## src/rtl/cla_mp_add_seq.sv

```systemverilog
// Multi-precision add/subtract sequencer: one 16-bit carry-lookahead slice is
// reused across WORDS slices, least-significant first, with the carry held in a register.

module cla_add16 (
  input  logic [15:0] a,
  input  logic [15:0] b,
  input  logic        ci,
  output logic [15:0] s,
  output logic        co
);

  logic [15:0] g;
  logic [15:0] p;
  logic [15:0] c;
  logic [3:0]  gg;
  logic [3:0]  gp;
  logic [4:0]  gc;

  always_comb begin
    g = a & b;
    p = a ^ b;
    for (int k = 0; k < 4; k++) begin
      gp[k] = &p[4*k +: 4];
      gg[k] = g[4*k+3]
            | (p[4*k+3] & g[4*k+2])
            | (p[4*k+3] & p[4*k+2] & g[4*k+1])
            | (p[4*k+3] & p[4*k+2] & p[4*k+1] & g[4*k]);
    end

    // Second-level lookahead: group carries come straight from ci, no ripple.
    gc[0] = ci;
    gc[1] = gg[0] | (gp[0] & ci);
    gc[2] = gg[1] | (gp[1] & gg[0]) | (gp[1] & gp[0] & ci);
    gc[3] = gg[2] | (gp[2] & gg[1]) | (gp[2] & gp[1] & gg[0])
          | (gp[2] & gp[1] & gp[0] & ci);
    gc[4] = gg[3] | (gp[3] & gg[2]) | (gp[3] & gp[2] & gg[1])
          | (gp[3] & gp[2] & gp[1] & gg[0])
          | (gp[3] & gp[2] & gp[1] & gp[0] & ci);

    for (int k = 0; k < 4; k++) begin
      c[4*k]   = gc[k];
      c[4*k+1] = g[4*k] | (p[4*k] & gc[k]);
      c[4*k+2] = g[4*k+1] | (p[4*k+1] & g[4*k]) | (p[4*k+1] & p[4*k] & gc[k]);
      c[4*k+3] = g[4*k+2] | (p[4*k+2] & g[4*k+1])
               | (p[4*k+2] & p[4*k+1] & g[4*k])
               | (p[4*k+2] & p[4*k+1] & p[4*k] & gc[k]);
    end

    s  = p ^ c;
    co = gc[4];
  end

endmodule

module cla_mp_add_seq #(
  parameter int WORDS = 4
) (
  input  logic                  clk,
  input  logic                  rst_n,
  input  logic                  in_valid,
  output logic                  in_ready,
  input  logic                  sub,
  input  logic [16*WORDS-1:0]   op_a,
  input  logic [16*WORDS-1:0]   op_b,
  output logic                  out_valid,
  input  logic                  out_ready,
  output logic [16*WORDS-1:0]   sum,
  output logic                  cout,
  output logic                  ovf
);

  localparam int W     = 16 * WORDS;
  localparam int IDX_W = $clog2(WORDS);
  localparam logic [IDX_W-1:0] LAST_IDX = IDX_W'(WORDS - 1);

  if (WORDS < 2 || WORDS > 16) begin : g_bad_words
    $error("cla_mp_add_seq: WORDS must be in 2..16");
  end

  typedef enum logic [1:0] {S_IDLE, S_RUN, S_DONE} state_t;

  state_t            state_q,     state_d;
  logic [IDX_W-1:0]  idx_q,       idx_d;
  logic [W-1:0]      a_q,         a_d;
  logic [W-1:0]      b_q,         b_d;
  logic              carry_q,     carry_d;
  logic [W-1:0]      sum_q,       sum_d;
  logic              cout_q,      cout_d;
  logic              ovf_q,       ovf_d;
  logic              in_ready_q,  in_ready_d;
  logic              out_valid_q, out_valid_d;

  logic [15:0] slice_a;
  logic [15:0] slice_b;
  logic [15:0] slice_s;
  logic        slice_co;

  assign slice_a = a_q[16*idx_q +: 16];
  assign slice_b = b_q[16*idx_q +: 16];

  cla_add16 u_cla (
    .a  (slice_a),
    .b  (slice_b),
    .ci (carry_q),
    .s  (slice_s),
    .co (slice_co)
  );

  always_comb begin
    state_d     = state_q;
    idx_d       = idx_q;
    a_d         = a_q;
    b_d         = b_q;
    carry_d     = carry_q;
    sum_d       = sum_q;
    cout_d      = cout_q;
    ovf_d       = ovf_q;
    in_ready_d  = in_ready_q;
    out_valid_d = out_valid_q;

    unique case (state_q)
      S_IDLE: begin
        if (in_valid && in_ready_q) begin
          // Subtraction is A + ~B + 1: invert B once here and seed the carry.
          a_d        = op_a;
          b_d        = sub ? ~op_b : op_b;
          carry_d    = sub;
          idx_d      = '0;
          state_d    = S_RUN;
          in_ready_d = 1'b0;
        end
      end

      S_RUN: begin
        sum_d[16*idx_q +: 16] = slice_s;
        carry_d               = slice_co;
        if (idx_q == LAST_IDX) begin
          cout_d      = slice_co;
          ovf_d       = (a_q[W-1] == b_q[W-1]) && (slice_s[15] != a_q[W-1]);
          idx_d       = '0;
          state_d     = S_DONE;
          out_valid_d = 1'b1;
        end else begin
          idx_d = idx_q + 1'b1;
        end
      end

      S_DONE: begin
        if (out_ready) begin
          state_d     = S_IDLE;
          out_valid_d = 1'b0;
          in_ready_d  = 1'b1;
        end
      end

      default: begin
        state_d     = S_IDLE;
        idx_d       = '0;
        in_ready_d  = 1'b1;
        out_valid_d = 1'b0;
      end
    endcase
  end

  always_ff @(posedge clk or negedge rst_n) begin
    if (!rst_n) begin
      state_q     <= S_IDLE;
      idx_q       <= '0;
      a_q         <= '0;
      b_q         <= '0;
      carry_q     <= 1'b0;
      sum_q       <= '0;
      cout_q      <= 1'b0;
      ovf_q       <= 1'b0;
      in_ready_q  <= 1'b1;
      out_valid_q <= 1'b0;
    end else begin
      state_q     <= state_d;
      idx_q       <= idx_d;
      a_q         <= a_d;
      b_q         <= b_d;
      carry_q     <= carry_d;
      sum_q       <= sum_d;
      cout_q      <= cout_d;
      ovf_q       <= ovf_d;
      in_ready_q  <= in_ready_d;
      out_valid_q <= out_valid_d;
    end
  end

  assign in_ready  = in_ready_q;
  assign out_valid = out_valid_q;
  assign sum       = sum_q;
  assign cout      = cout_q;
  assign ovf       = ovf_q;

endmodule
```

## config.mk

```make
export PLATFORM = sky130hd
export DESIGN_NAME = cla_mp_add_seq
export DESIGN_NICKNAME = d
export VERILOG_FILES = /design/src/rtl/cla_mp_add_seq.sv
export SDC_FILE = /design/constraint.sdc
export NUM_CORES = 1
export LEC_CHECK = 0
export ABC_AREA = 1
export ABC_CLOCK_PERIOD_IN_PS = 4000
export CAP_MARGIN = 0
export CORE_ASPECT_RATIO = 0.7
export CORE_MARGIN = 1.5
export CORE_UTILIZATION = 50
export CTS_CLUSTER_DIAMETER = 60
export DETAILED_ROUTE_END_ITERATION = 7
export DONT_BUFFER_PORTS = 1
export GPL_ROUTABILITY_DRIVEN = 1
export GPL_TIMING_DRIVEN = 0
export SYNTH_ARGS = -nofsm -noshare
export SYNTH_HDL_FRONTEND = slang
export SYNTH_SLANG_ARGS = --single-unit
```

## constraint.sdc

```tcl
create_clock -name clk -period 4 [get_ports clk]
set_input_delay 0.8 -clock clk [delete_from_list [all_inputs] [get_ports clk]]
set_output_delay 0.8 -clock clk [all_outputs]
set_load 0.02 [all_outputs]
```

# Word-level counts from Yosys, hierarchy flattened
# Cells that the tools add are included.
dict set report totals {
  word_cells 181
  reg_bits 201
  inputBits 133
}
dict set report classes {
  n_eq_ne 8
  bitwise_logic 125
  shifts 4
  reduce_logical 15
  muxes 17
  add_sub_neg 2
}
# cell n
set op_table {}
lappend op_table {{64-bit by 7-bit indexed part select with 16-bit output} 2}
lappend op_table {{1-bit AND} 72}
lappend op_table {{64-bit bitwise mux} 1}
lappend op_table {{64-bit two-way mux} 1}
lappend op_table {{64-bit inverter} 1}
lappend op_table {{16-bit by 34-bit variable shift with 64-bit output, first input constant} 1}
lappend op_table {{16-bit by 34-bit indexed part select with 64-bit output} 1}
lappend op_table {{1-bit bitwise OR} 46}
lappend op_table {{6-bit negation with 34-bit output} 1}
lappend op_table {{16-bit bitwise XOR} 2}
lappend op_table {{16-bit AND} 1}
lappend op_table {{4-bit AND reduction} 4}
lappend op_table {{2-bit one-hot mux with 3 select lines} 2}
lappend op_table {{2-bit two-way mux} 5}
lappend op_table {{3-bit AND reduction} 3}
lappend op_table {{2-bit AND reduction} 4}
lappend op_table {{2-bit inequality test, second input constant} 3}
lappend op_table {{1-bit one-hot mux with 3 select lines} 2}
lappend op_table {{1-bit two-way mux} 5}
lappend op_table {{2-bit == test, second input constant} 2}
lappend op_table {{1-bit inverter} 3}
lappend op_table {{2-bit by 1-bit adder with 2-bit output, second input constant} 1}
lappend op_table {{2-bit by 1-bit == test with 1-bit output, second input constant} 1}
lappend op_table {{1-bit logical AND} 2}
lappend op_table {{other kinds (5)} 5}

# Longest topological paths before layout
# Gate-level depths: netlist (run 1).
dict set report logic_depth {
  ltp_word 15
  ltp_mapped 18
  ltp_nobuf 17
}

# Hierarchy
# From an unflattened synthesis (run 1), not the netlist that was laid out.
dict set report hier_totals {
  cells_unflattened 1238
  area_unflattened_um2 10035.9
}
# module area_each_um2 n_inst cells_per_inst seq_area_each_um2
set modules_own_cells {}
lappend modules_own_cells {cla_mp_add_seq 9273.9 1 1116 5031.1}
lappend modules_own_cells {cla_add16 762.0 1 122 0.0}

# Worst setup path after synthesis (run 1)
# No wires, ideal clock.
dict set report synth_path {
  path_kind {register to register}
  from {register idx_q[0]}
  to {register sum_q[45], in the netlist sum[45]}
  synth_period_minus_slack_ns 3.088
  t_required_ns 3.879
  stages_incl_launch_ff 16
  setup_ns 0.121
  arrival_time_ns 2.967
  path_buffers 2
  path_slack_ns 0.912
  cell_sequence {dfrtp_1 > inv_1 > clkbuf_1 > clkbuf_1 > nor2_1 > o22ai_1 > ha_1 > nand2_1 > nor2_1 > and2_1 > nand2_1 > nand2_1 > fa_1 > xnor2_1 > nor2_1 > a22o_1}
}
dict set report synth_via {
  elab_chain_cells 15
  elab_cells_between_ends 111
  cone_classes {1 x add/sub; 4 x shift; 1 x mux; 102 x bitwise; 3 x reduce/logical}
}
# element line_no
set synth_rtl {}
lappend synth_rtl {{start, declared} 83} ;# logic [IDX_W-1:0] idx_q, idx_d;
lappend synth_rtl {{start signal, assigned} 179} ;# idx_q <= idx_d;
lappend synth_rtl {{64-bit by 7-bit indexed part select with 16-bit output (on tied branches)} {98, 99}}
lappend synth_rtl {{16-bit bitwise XOR / 16-bit AND (equally long branches)} {21, 20}}
lappend synth_rtl {{1-bit AND (on tied branches)} {25, 26, 27}}
lappend synth_rtl {{1-bit bitwise OR, or another cell as far along} 25} ;# | (p[4*k+3] & g[4*k+2])
lappend synth_rtl {{1-bit bitwise OR / 1-bit AND (equally long branches)} {26, 27}}
lappend synth_rtl {{1-bit bitwise OR} 27} ;# | (p[4*k+3] & p[4*k+2] & p[4*k+1] & g[4*k]);
lappend synth_rtl {{1-bit AND} 34} ;# gc[3] = gg[2] | (gp[2] & gg[1]) | (gp[2] & gp[1] & gg[0])
lappend synth_rtl {{1-bit bitwise OR (2 in a row)} 34}
lappend synth_rtl {{1-bit bitwise OR} 35} ;# | (gp[2] & gp[1] & gp[0] & ci);
lappend synth_rtl {{1-bit AND (on tied branches)} {42, 43, 46}}
lappend synth_rtl {{1-bit bitwise OR (on tied branches)} {42, 43, 46}}
lappend synth_rtl {{16-bit bitwise XOR} 49} ;# s = p ^ c;
lappend synth_rtl {{16-bit by 34-bit indexed part select with 64-bit output} 135} ;# sum_d[16*idx_q +: 16] = slice_s;
lappend synth_rtl {{64-bit bitwise mux (*)} 135}
lappend synth_rtl {{end signal, assigned} 183} ;# sum_q <= sum_d;
lappend synth_rtl {{end, declared} 87} ;# logic [W-1:0] sum_q, sum_d;
# Every way passes the cells marked *; elsewhere a longest branch is shown, timed or not.
# A chain may end at the register's enable or synchronous reset.

# Final worst setup path (run 1)
# Same ends and word-level chain as after synthesis.

==> results of run 1 <==
final timing paths:
check	startpoint	end
setup / recovery	idx_q[0]	sum[45]
hold / removal	rst_n	a_q[34]
setup reg to reg	idx_q[0]	sum[45]
hold reg to reg	a_q[27]	a_q[27]
max in group asynchronous	rst_n	a_q[49]
min in group clk	op_a[7]	a_q[7]
cell type report:
| type | count | share of cell area |
|---|---|---|
| timing repair buffer | 2 | 0.002767 |
| clock buffer | 31 | 0.05556 |
| sequential | 201 | 0.4635 |
| inverter | 45 | 0.01579 |
| buffer | 66 | 0.02686 |
| multi-input combinational | 844 | 0.4014 |
| clock inverter | 3 | 0.003689 |
| tap | 264 | 0.03043 |
synth_stat cells:
| cell | number | area [um^2] |
|---|---|---|
| buf_4 | 1 | 7.510 |
| ha_1 | 22 | 275.3 |
| o21ai_1 | 18 | 90.09 |
| nor3_1 | 1 | 5.000 |
| o21ai_0 | 136 | 680.7 |
| nor2_2 | 2 | 12.51 |
| buf_2 | 20 | 100.1 |
| nand2_2 | 1 | 6.260 |
| nand4_1 | 9 | 56.30 |
| nand2_1 | 405 | 1520 |
| and2_1 | 1 | 6.260 |
| xor2_1 | 4 | 35.03 |
| a221oi_1 | 1 | 8.760 |
| inv_1 | 39 | 146.4 |
| fa_1 | 4 | 80.08 |
| a31oi_1 | 3 | 18.77 |
| a21oi_1 | 7 | 35.03 |
| nor4_4 | 1 | 21.27 |
| a22o_1 | 11 | 96.34 |
| o21ai_2 | 7 | 61.31 |
| or2_2 | 1 | 6.260 |
| clkinv_1 | 1 | 3.750 |
| inv_4 | 1 | 6.260 |
| dfrtp_1 | 200 | 5005 |
| and3_1 | 1 | 6.260 |
| nand2b_1 | 1 | 6.260 |
| buf_1 | 4 | 15.01 |
| nor2_1 | 76 | 285.3 |
| o22ai_1 | 31 | 193.9 |
| nor3_4 | 1 | 16.27 |
| clkbuf_1 | 41 | 153.9 |
| nand3_1 | 25 | 125.1 |
| a32oi_1 | 2 | 17.52 |
| nor2_8 | 1 | 20.02 |
| inv_2 | 4 | 15.01 |
| xnor2_1 | 65 | 569.3 |
| dfstp_2 | 1 | 26.28 |
| nand2_4 | 1 | 11.26 |
| o21bai_1 | 3 | 22.52 |
| a32o_1 | 3 | 30.03 |
power breakdown:
group          switching (W)  internal, W  total, W
Clock               0.000794      0.00110   0.00189
Sequential          0.000871      0.00287   0.00374
Combinational        0.00347      0.00168   0.00516
Total                0.00514      0.00566    0.0108
sequential cells by signal, indices dropped and copies added (netlist names):
register   count
a_q           64
idx_q          2
sum           64
state_q        2
b_q           64
ovf            1
out_valid      1
carry_q        1
in_ready       1
cout           1
metal layers:
layer,vias up,share of wire,global-route usage
li1,3809,-,-
met1,3872,0.49,0.4587
met2,287,0.41,0.4183
met3,29,0.090,0.06827
met4,0,0.013,0.04591
met5,-,0,0
worst max-delay path, delay by kind of cell, from the launching register on:
kind            cells  cell delay [ns]
flops               1             0.65
fa+ha+maj           2             0.77
simple gates        7             0.57
buf+inv             2             0.70
compound gates      3             0.74
xor+xnor            1             0.25
through the flow:
stage	power (W)	hold WS [ns]	util	instance area, um^2	std cells
after floorplan	0.007166	0.4366	-	9798	1156
after detailed placement	0.008787	0.4538	0.5324	10130	1420
final	0.01079	0.02584	0.5706	10850	1456
after global routing	0.01169	0.002958	0.5706	10850	1456
after CTS	0.01073	0.0006742	0.5679	10800	1455
after global placement	0.008706	0.4480	0.5324	10130	1420
logic make-up (layout without fill, tap and decap cells):
| kind of cell | Yosys count | after routing | synth area share |
|---|---|---|---|
| compound gates | 222 | 222 | 0.1281 |
| xor+xnor | 69 | 69 | 0.06168 |
| fa+ha+maj | 26 | 26 | 0.03627 |
| buf+inv | 111 | 147 | 0.04572 |
| flops | 201 | 201 | 0.5135 |
| simple gates | 527 | 527 | 0.2148 |
what timing repair did:
item | in CTS | in global routing
hold buffers | 1 | 1
pin swaps | 0 | 0
resized for setup | 6 | 15
endpoints found under the hold margin | 24 | 1
endpoints found under the setup margin | 9 | 17
==> flow_summary.toml, run 1 <==
[clock_tree]
clk_pin_slew_ns = 0.06
worstSkewPairLatency_ns = 0.50
cts_root_buffer = "clkbuf_16"
htree_levels = 1
cts.sinks = 201
cts_setup_buffers = 0
cts_tree = "built"
cts_made_buffers = 21
cts.path.max_buffers = 3

[routing]
wl_um = 29220
viasPerCell = 5.492
vias = 7997
drc = 0
postRouteAntennaNets = 0
dr.pass1.iters = 5
drt-wirelength-per-cell_um = 20.07
drt_iter0_drc = 833

[layout]
nFillCells = 1825
n_antenna_cell = 0
seq_area_um2 = 5031
syn_to_final_growth_pct = 10.78
drive_above_1_share = 0.07299
multi_input_area_um2 = 4357
final_cell_mix = "405 x nand2_1, 200 x dfrtp_1, 136 x o21ai_0"
nets = 1340
final_common_cell = "nand2_1"

[die]
initial_core_util = 0.5151
dieArea_um2 = 20460
core.rowCount = 42
io_pins = 201
core_region_area_um2 = 19020
die_y_um = 120.1
dieWidth_um = 170.3

[placement]
place_congestion = 0.9184
numPortBuffers = 0
dp_hpwl_um = 21620
pre_cts_ws_ns = -0.1619

[flow_run]
cap_viol_max_count = 0

[sta]
worst_slew_pin_slew_ns = 0.6688
max_freq_ghz = 0.2641
rsz0062_at_grt = "no"
slew_headroom = 0.5508
hold_viol_final = 0
setup_viol = 0
period_minus_slack_ns = 3.786
setup_ws_ns = 0.2138
min_period_over_period = 0.9466
fin_skew_ns = 0.01283
slew_violations = 0
tns_ns = 0

[grt]
grt_pass1_wl_um = 44930
track_usage = 0.2937
antenna_found_initial = 0
grt-ovfl-total = 0
grt_max_degree = 179
grt_pass1_vias = 7766

[synth]
netlist_area_um2 = 9798
yosys_register_bits = 201
ys_seq_area_frac = 0.5135
syn_nets = 1315
syn_avg_cell_area_um2 = 8.476
synthCells = 1156
yosysUniqueCellTypes = 40
ys_warn_count = 0

[worst_setup_path]
cp.arrival_ns = 4.17
crit_slowest_cell = "dfrtp_1"
reg2reg_depth = 15
endpoint_kind = "register"
crit_required_ns = 4.38
cp_max_fo = 10
worstPathCellList = "clkbuf_2 -> clkbuf_2 -> nor2_1 -> o22ai_1 -> ha_1 -> nand2_1 -> nand2_1 -> nand2_1 -> nand2_1 -> a21oi_1 -> nand2_1 -> fa_1 -> xnor2_1 -> nor2_1 -> a22o_1"
critPathKind = "reg -> reg"
ff2ff_setup_slack_ns = 0.21
cp-start-kind = "register"
cp_slowest_stage_delay_ns = 0.65
cp_common_cell = "nand2_1"

[pwr]
cellPowerDensity_nw_per_um2 = 994.4
ir_worst_vdd_uv = 437.2
power_leakage_nw = 5.290

[hold_path]
hold_path_class = "in -> async"

[outcome]
status = "finished clean"
Power figures use the tool's default switching activity.
==> run 2, diff against run 1 <==
--- a/config.mk
+++ b/config.mk
@@ -6,7 +6,7 @@
 export NUM_CORES = 1
 export LEC_CHECK = 0
 export ABC_AREA = 1
-export ABC_CLOCK_PERIOD_IN_PS = 4000
+export ABC_CLOCK_PERIOD_IN_PS = 3500
 export CAP_MARGIN = 0
 export CORE_ASPECT_RATIO = 0.7
 export CORE_MARGIN = 1.5
==> constraint.sdc (replaced) <==
create_clock -name clk -period 3.5 [get_ports clk]
set_input_delay 0.7 -clock clk [delete_from_list [all_inputs] [get_ports clk]]
set_output_delay 0.7 -clock clk [all_outputs]
set_load 0.02 [all_outputs]
==> flow_summary.toml, run 2 (synthesis results as in run 1) <==
[outcome]
status = "finished, violations left"
violations = "negative hold slack"

[worst_setup_path]
cp.arrival_ns = 3.75
endpoint_kind = "register"
crit_required_ns = 3.91
critPathKind = "reg -> reg"
cp_max_fo = 10
crit_path_start = "idx_q[0]"
timing.rr.start = "idx_q[0]"
cp-start-kind = "register"

[clock_tree]
cts.sinks = 201
worstSkewPairLatency_ns = 0.50
cts_root_buffer = "clkbuf_16"
htree_levels = 1
cts_tree = "built"
clk_pin_slew_ns = 0.06
cts.path.max_buffers = 3
cts_made_buffers = 21

[sta]
slew_violations = 0
rsz0062_at_grt = "no"
worst_slew_pin_slew_ns = 0.6569
min_period_over_period = 0.9534
fin_skew_ns = 0.01527
slew_headroom = 0.5588
hold_viol_final = 200
max_freq_ghz = 0.2997
holdWs_ns = -0.09211
setup_viol = 0
period_minus_slack_ns = 3.337

[layout]
syn_to_final_growth_pct = 11.98
stdcell_count = 1458
nFillCells = 1802
final_cell_mix = "404 x nand2_1, 198 x dfrtp_1, 134 x o21ai_0"
nets = 1342
final_common_cell = "nand2_1"
drive_above_1_share = 0.09631
seq_area_um2 = 5034
multi_input_area_um2 = 4427
n_antenna_cell = 0

[grt]
grt_pass1_vias = 7788
grt_pass1_wl_um = 44860
grt-ovfl-total = 0
grt_max_degree = 202
antenna_found_initial = 0
track_usage = 0.2929

[placement]
dp_hpwl_um = 21620
place_congestion = 0.9184
dp.cells = 1420
numPortBuffers = 0

[die]
dieWidth_um = 170.3
core.rowCount = 42
dieArea_um2 = 20460
initial_core_util = 0.5151
io_pins = 201
core_region_area_um2 = 19020
die_y_um = 120.1

[routing]
dr.pass1.iters = 8
viasPerCell = 5.510
drt_iter0_drc = 833
drc = 0
wl_um = 29240
drt-wirelength-per-cell_um = 20.06
postRouteAntennaNets = 0
vias = 8034

[pwr]
power_leakage_nw = 5.347
clkPwrFrac = 0.171
power_frac_comb = 0.490
cellPowerDensity_nw_per_um2 = 1151
p_sw_w = 0.005949
intPower_w = 0.006676
ir_worst_vdd_uv = 508.9
pwr-share-seq = 0.339
switching_share = 0.4712

[hold_path]
hold_path_class = "in -> async"

[flow_run]
cap_viol_max_count = 0
-- run 2: changes by cell type in the layout (fill, tap and decap cells not counted), moves of 4 or more --
| cell | previous run | this run |
|---|---|---|
| buf_4 | 1 | 6 |
| clkbuf_1 | 39 | 31 |
| clkbuf_4 | 1 | 5 |
| o22ai_1 | 25 | 19 |
| o22ai_2 | 6 | 12 |
-- run 2: power by group through the flow --
stage / clock (W) / combinational [W] / sequential, W
6_report: 0.00216 / 0.00619 / 0.00428
5_1_grt: 0.00228 / 0.00698 / 0.00439
4_1_cts: 0.00219 / 0.00594 / 0.00427
3_5_place_dp: 0 / 0.00574 / 0.00430
3_3_place_gp: 0 / 0.00565 / 0.00430
2_1_floorplan: 0 / 0.00414 / 0.00404
-- run 2: worst max-delay path, cell delays in order (launching register included) --
cell,delay (ns)
dfrtp_2,0.52
buf_2,0.29
clkbuf_4,0.28
nor2_1,0.08
o22ai_2,0.25
ha_2,0.37
nand2_1,0.08
nand2_1,0.07
nand2_1,0.06
nand2_1,0.06
a21oi_1,0.13
nand2_1,0.13
fa_1,0.42
xnor2_2,0.17
nor2_1,0.12
nand2_1,0.08
o21ai_0,0.14
-- run 2: path summary, 6_finish.rpt --
kind | slack (ns) | cells past startpoint | endpoint
worst max register to register | 0.16 | 16 | sum[61]
max in group asynchronous | 3.24 | 0 | b_q[20]
min in group clk | 0.33 | 2 | a_q[7]
worst min register to register | 0.46 | 2 | a_q[24]
worst min-delay path | -0.09 | 0 | a_q[36]
worst max-delay path | 0.16 | 16 | sum[61]
-- run 2: cell type report --
type                       count  area share
sequential                   201      0.4588
buffer                        66     0.03033
multi-input combinational    844      0.4035
clock buffer                  31     0.05497
tap                          264     0.03011
inverter                      45     0.01597
timing repair buffer           4    0.002737
clock inverter                 3    0.003649
-- run 2: through the flow --
stage                     setup WS [ns]  total power (W)  TNS, ns    util  cell area, um^2
after global placement          -0.6264         0.009949   -12.55  0.5324            10130
after floorplan                  0.4118         0.008189        0       -             9798
after CTS                      0.001346          0.01240        0  0.5706            10850
after global routing            0.01024          0.01365        0  0.5768            10970
final                            0.1631          0.01263        0  0.5768            10970
after detailed placement        -0.6619          0.01004   -13.58  0.5324            10130
-- run 2: routing by layer --
layer	global-route usage	part of all wire	up-vias
li1	-	-	3812
met1	0.4571	0.48	3893
met2	0.4175	0.41	298
met3	0.06827	0.094	31
met4	0.04591	0.015	0
met5	0	0	-
-- run 2: repair_timing --
item	4_1_cts	5_1_grt
endpoints found under the hold margin	200	200
setup buffers	0	4
pin swaps	0	6
setup endpoints to repair	45	25
cloned	0	0
gates resized for setup	25	46
==> run 3, diff against run 2 <==
--- a/config.mk
+++ b/config.mk
@@ -11,6 +11,7 @@
 export CORE_ASPECT_RATIO = 0.7
 export CORE_MARGIN = 1.5
 export CORE_UTILIZATION = 50
+export CTS_BUF_LIST = sky130_fd_sc_hd__clkbuf_8
 export CTS_CLUSTER_DIAMETER = 60
 export DETAILED_ROUTE_END_ITERATION = 7
 export DONT_BUFFER_PORTS = 1
==> flow_summary.toml, run 3 (synthesis results as in run 1) <==
[sta]
period_minus_slack_ns = 3.324
tns_ns = 0
slew_violations = 0
rsz0062_at_grt = "no"
min_period_over_period = 0.9497
fin_skew_ns = 0.006512
setup_viol = 0
hold_viol_final = 200
holdWs_ns = -0.1632
slew_headroom = 0.5467
worst_slew_pin_slew_ns = 0.6749
max_freq_ghz = 0.3008

[routing]
viasPerCell = 5.417
dr.pass1.iters = 8
wl_um = 29230
drt-wirelength-per-cell_um = 19.79
vias = 8001
drc = 0
postRouteAntennaNets = 0
drt_iter0_drc = 802

[worst_setup_path]
cp_max_fo = 10
critPathTopFamily = "adder cells"
cp_slowest_stage_delay_ns = 0.51
cp_common_cell = "nand2_1"
endpoint_kind = "register"
worstPathCellList = "buf_2 -> clkbuf_4 -> nor2_1 -> o22ai_2 -> ha_2 -> nand2_1 -> nand2_1 -> nand2_1 -> nand2_1 -> a21oi_1 -> nand2_1 -> fa_1 -> xnor2_2 -> nor2_1 -> nand2_1 -> o21ai_0"
crit_required_ns = 3.98
cp.arrival_ns = 3.80
critPathKind = "reg -> reg"
cp-start-kind = "register"
crit_slowest_cell = "dfrtp_2"
crit_buf_inv = 2

[placement]
place_congestion = 0.9184
numPortBuffers = 0
dp.cells = 1420
dpl-instance-area_um2 = 10130
dp_hpwl_um = 21620

[layout]
final_cell_mix = "404 x nand2_1, 198 x dfrtp_1, 133 x o21ai_0"
drive_above_1_share = 0.1072
syn_to_final_growth_pct = 11.98
nFillCells = 1826
post-route-cell-area_um2 = 10970
final_common_cell = "nand2_1"
stdcell_count = 1477
seq_area_um2 = 5034
fin_util = 0.5768
n_antenna_cell = 0
multi_input_area_um2 = 4433
nets = 1352

[clock_tree]
clk_pin_slew_ns = 0.07
htree_levels = 1
cts_root_buffer = "clkbuf_8"
cts.sinks = 201
cts.path.max_buffers = 3
cts_made_buffers = 31
worstSkewPairLatency_ns = 0.56
cts_tree = "built"

[die]
core_region_area_um2 = 19020
initial_core_util = 0.5151
io_pins = 201
dieArea_um2 = 20460
dieWidth_um = 170.3
core.rowCount = 42
die_y_um = 120.1

[grt]
grt_pass1_vias = 7878
track_usage = 0.2937
antenna_found_initial = 0
grt_pass1_wl_um = 45020
grt-ovfl-total = 0
grt_max_degree = 202

[pwr]
power_leakage_nw = 5.394
ir_worst_vdd_uv = 526.8
pwr-share-seq = 0.342
power_w = 0.01251
p_sw_w = 0.005964
cellPowerDensity_nw_per_um2 = 1140
intPower_w = 0.006543
switching_share = 0.4769
power_frac_comb = 0.496
clkPwrFrac = 0.162

[outcome]
violations = "negative hold slack"
status = "finished, violations left"

[flow_run]
cap_viol_max_count = 0

[hold_path]
hold_path_class = "in -> async"
==> run 3: cell types whose count changed in the layout (fill, tap and decap cells not counted), moves of 6 or more <==
cell / previous run / this run
clkbuf_1: 31 / 25
clkbuf_16: 21 / 0
clkbuf_8: 4 / 41
inv_1: 38 / 48
==> run 3: timing repair <==
| item | CTS | global route |
|---|---|---|
| pin swaps | 0 | 6 |
| hold endpoints to repair | 201 | 200 |
| gates resized for setup | 26 | 44 |
| setup endpoints to repair | 45 | 25 |
| setup buffers | 0 | 4 |
==> run 3: path summary, 6_finish.rpt <==
kind                       cells past startpoint      from  endpoint  slack [ns]
max                                           16  idx_q[0]   sum[61]        0.18
min                                            0     rst_n    a_q[6]       -0.16
max reg2reg                                   16  idx_q[0]   sum[61]        0.18
min reg2reg                                    2   a_q[27]   a_q[27]        0.47
max in group asynchronous                      0     rst_n  in_ready        3.39
min in group clk                               2   op_a[5]    a_q[5]        0.25
==> run 3: cell type report <==
cell class                 instances  area share
clock inverter                    12    0.006614
multi-input combinational        844      0.4040
tap                              264     0.03011
clock buffer                      41     0.05143
buffer                            66     0.03033
sequential                       201      0.4588
timing repair buffer               4    0.002737
inverter                          45     0.01597
==> run 3: power by group through the flow <==
stage / Combinational, W / Clock [W] / Sequential (W)
6_report: 0.00620 / 0.00202 / 0.00428
5_1_grt: 0.00701 / 0.00214 / 0.00439
4_1_cts: 0.00594 / 0.00206 / 0.00427
3_5_place_dp: 0.00574 / 0 / 0.00430
3_3_place_gp: 0.00565 / 0 / 0.00430
2_1_floorplan: 0.00414 / 0 / 0.00404
==> run 3: metrics by stage <==
step	hold WS, ns	setup WS (ns)
after floorplan	0.4044	0.4118
after global placement	0.4117	-0.6264
after detailed placement	0.4117	-0.6619
after CTS	-0.1902	0.003741
after global routing	-0.1931	0.01208
final	-0.1632	0.1761
==> run 3: metal layers <==
layer,GRT usage,up-vias,wire length [um]
met5,0,-,0
met4,0.04978,0,400
met3,0.07850,30,2862
met2,0.4185,302,11960
met1,0.4506,3842,14000
li1,-,3827,-
==> run 3: worst register-to-register path, stage by stage (launching register included) <==
cell and delay, ns:
dfrtp_2 0.51, buf_2 0.29, clkbuf_4 0.28, nor2_1 0.08
o22ai_2 0.25, ha_2 0.38, nand2_1 0.08, nand2_1 0.07
nand2_1 0.06, nand2_1 0.06, a21oi_1 0.13, nand2_1 0.13
fa_1 0.42, xnor2_2 0.17, nor2_1 0.12, nand2_1 0.08
o21ai_0 0.14
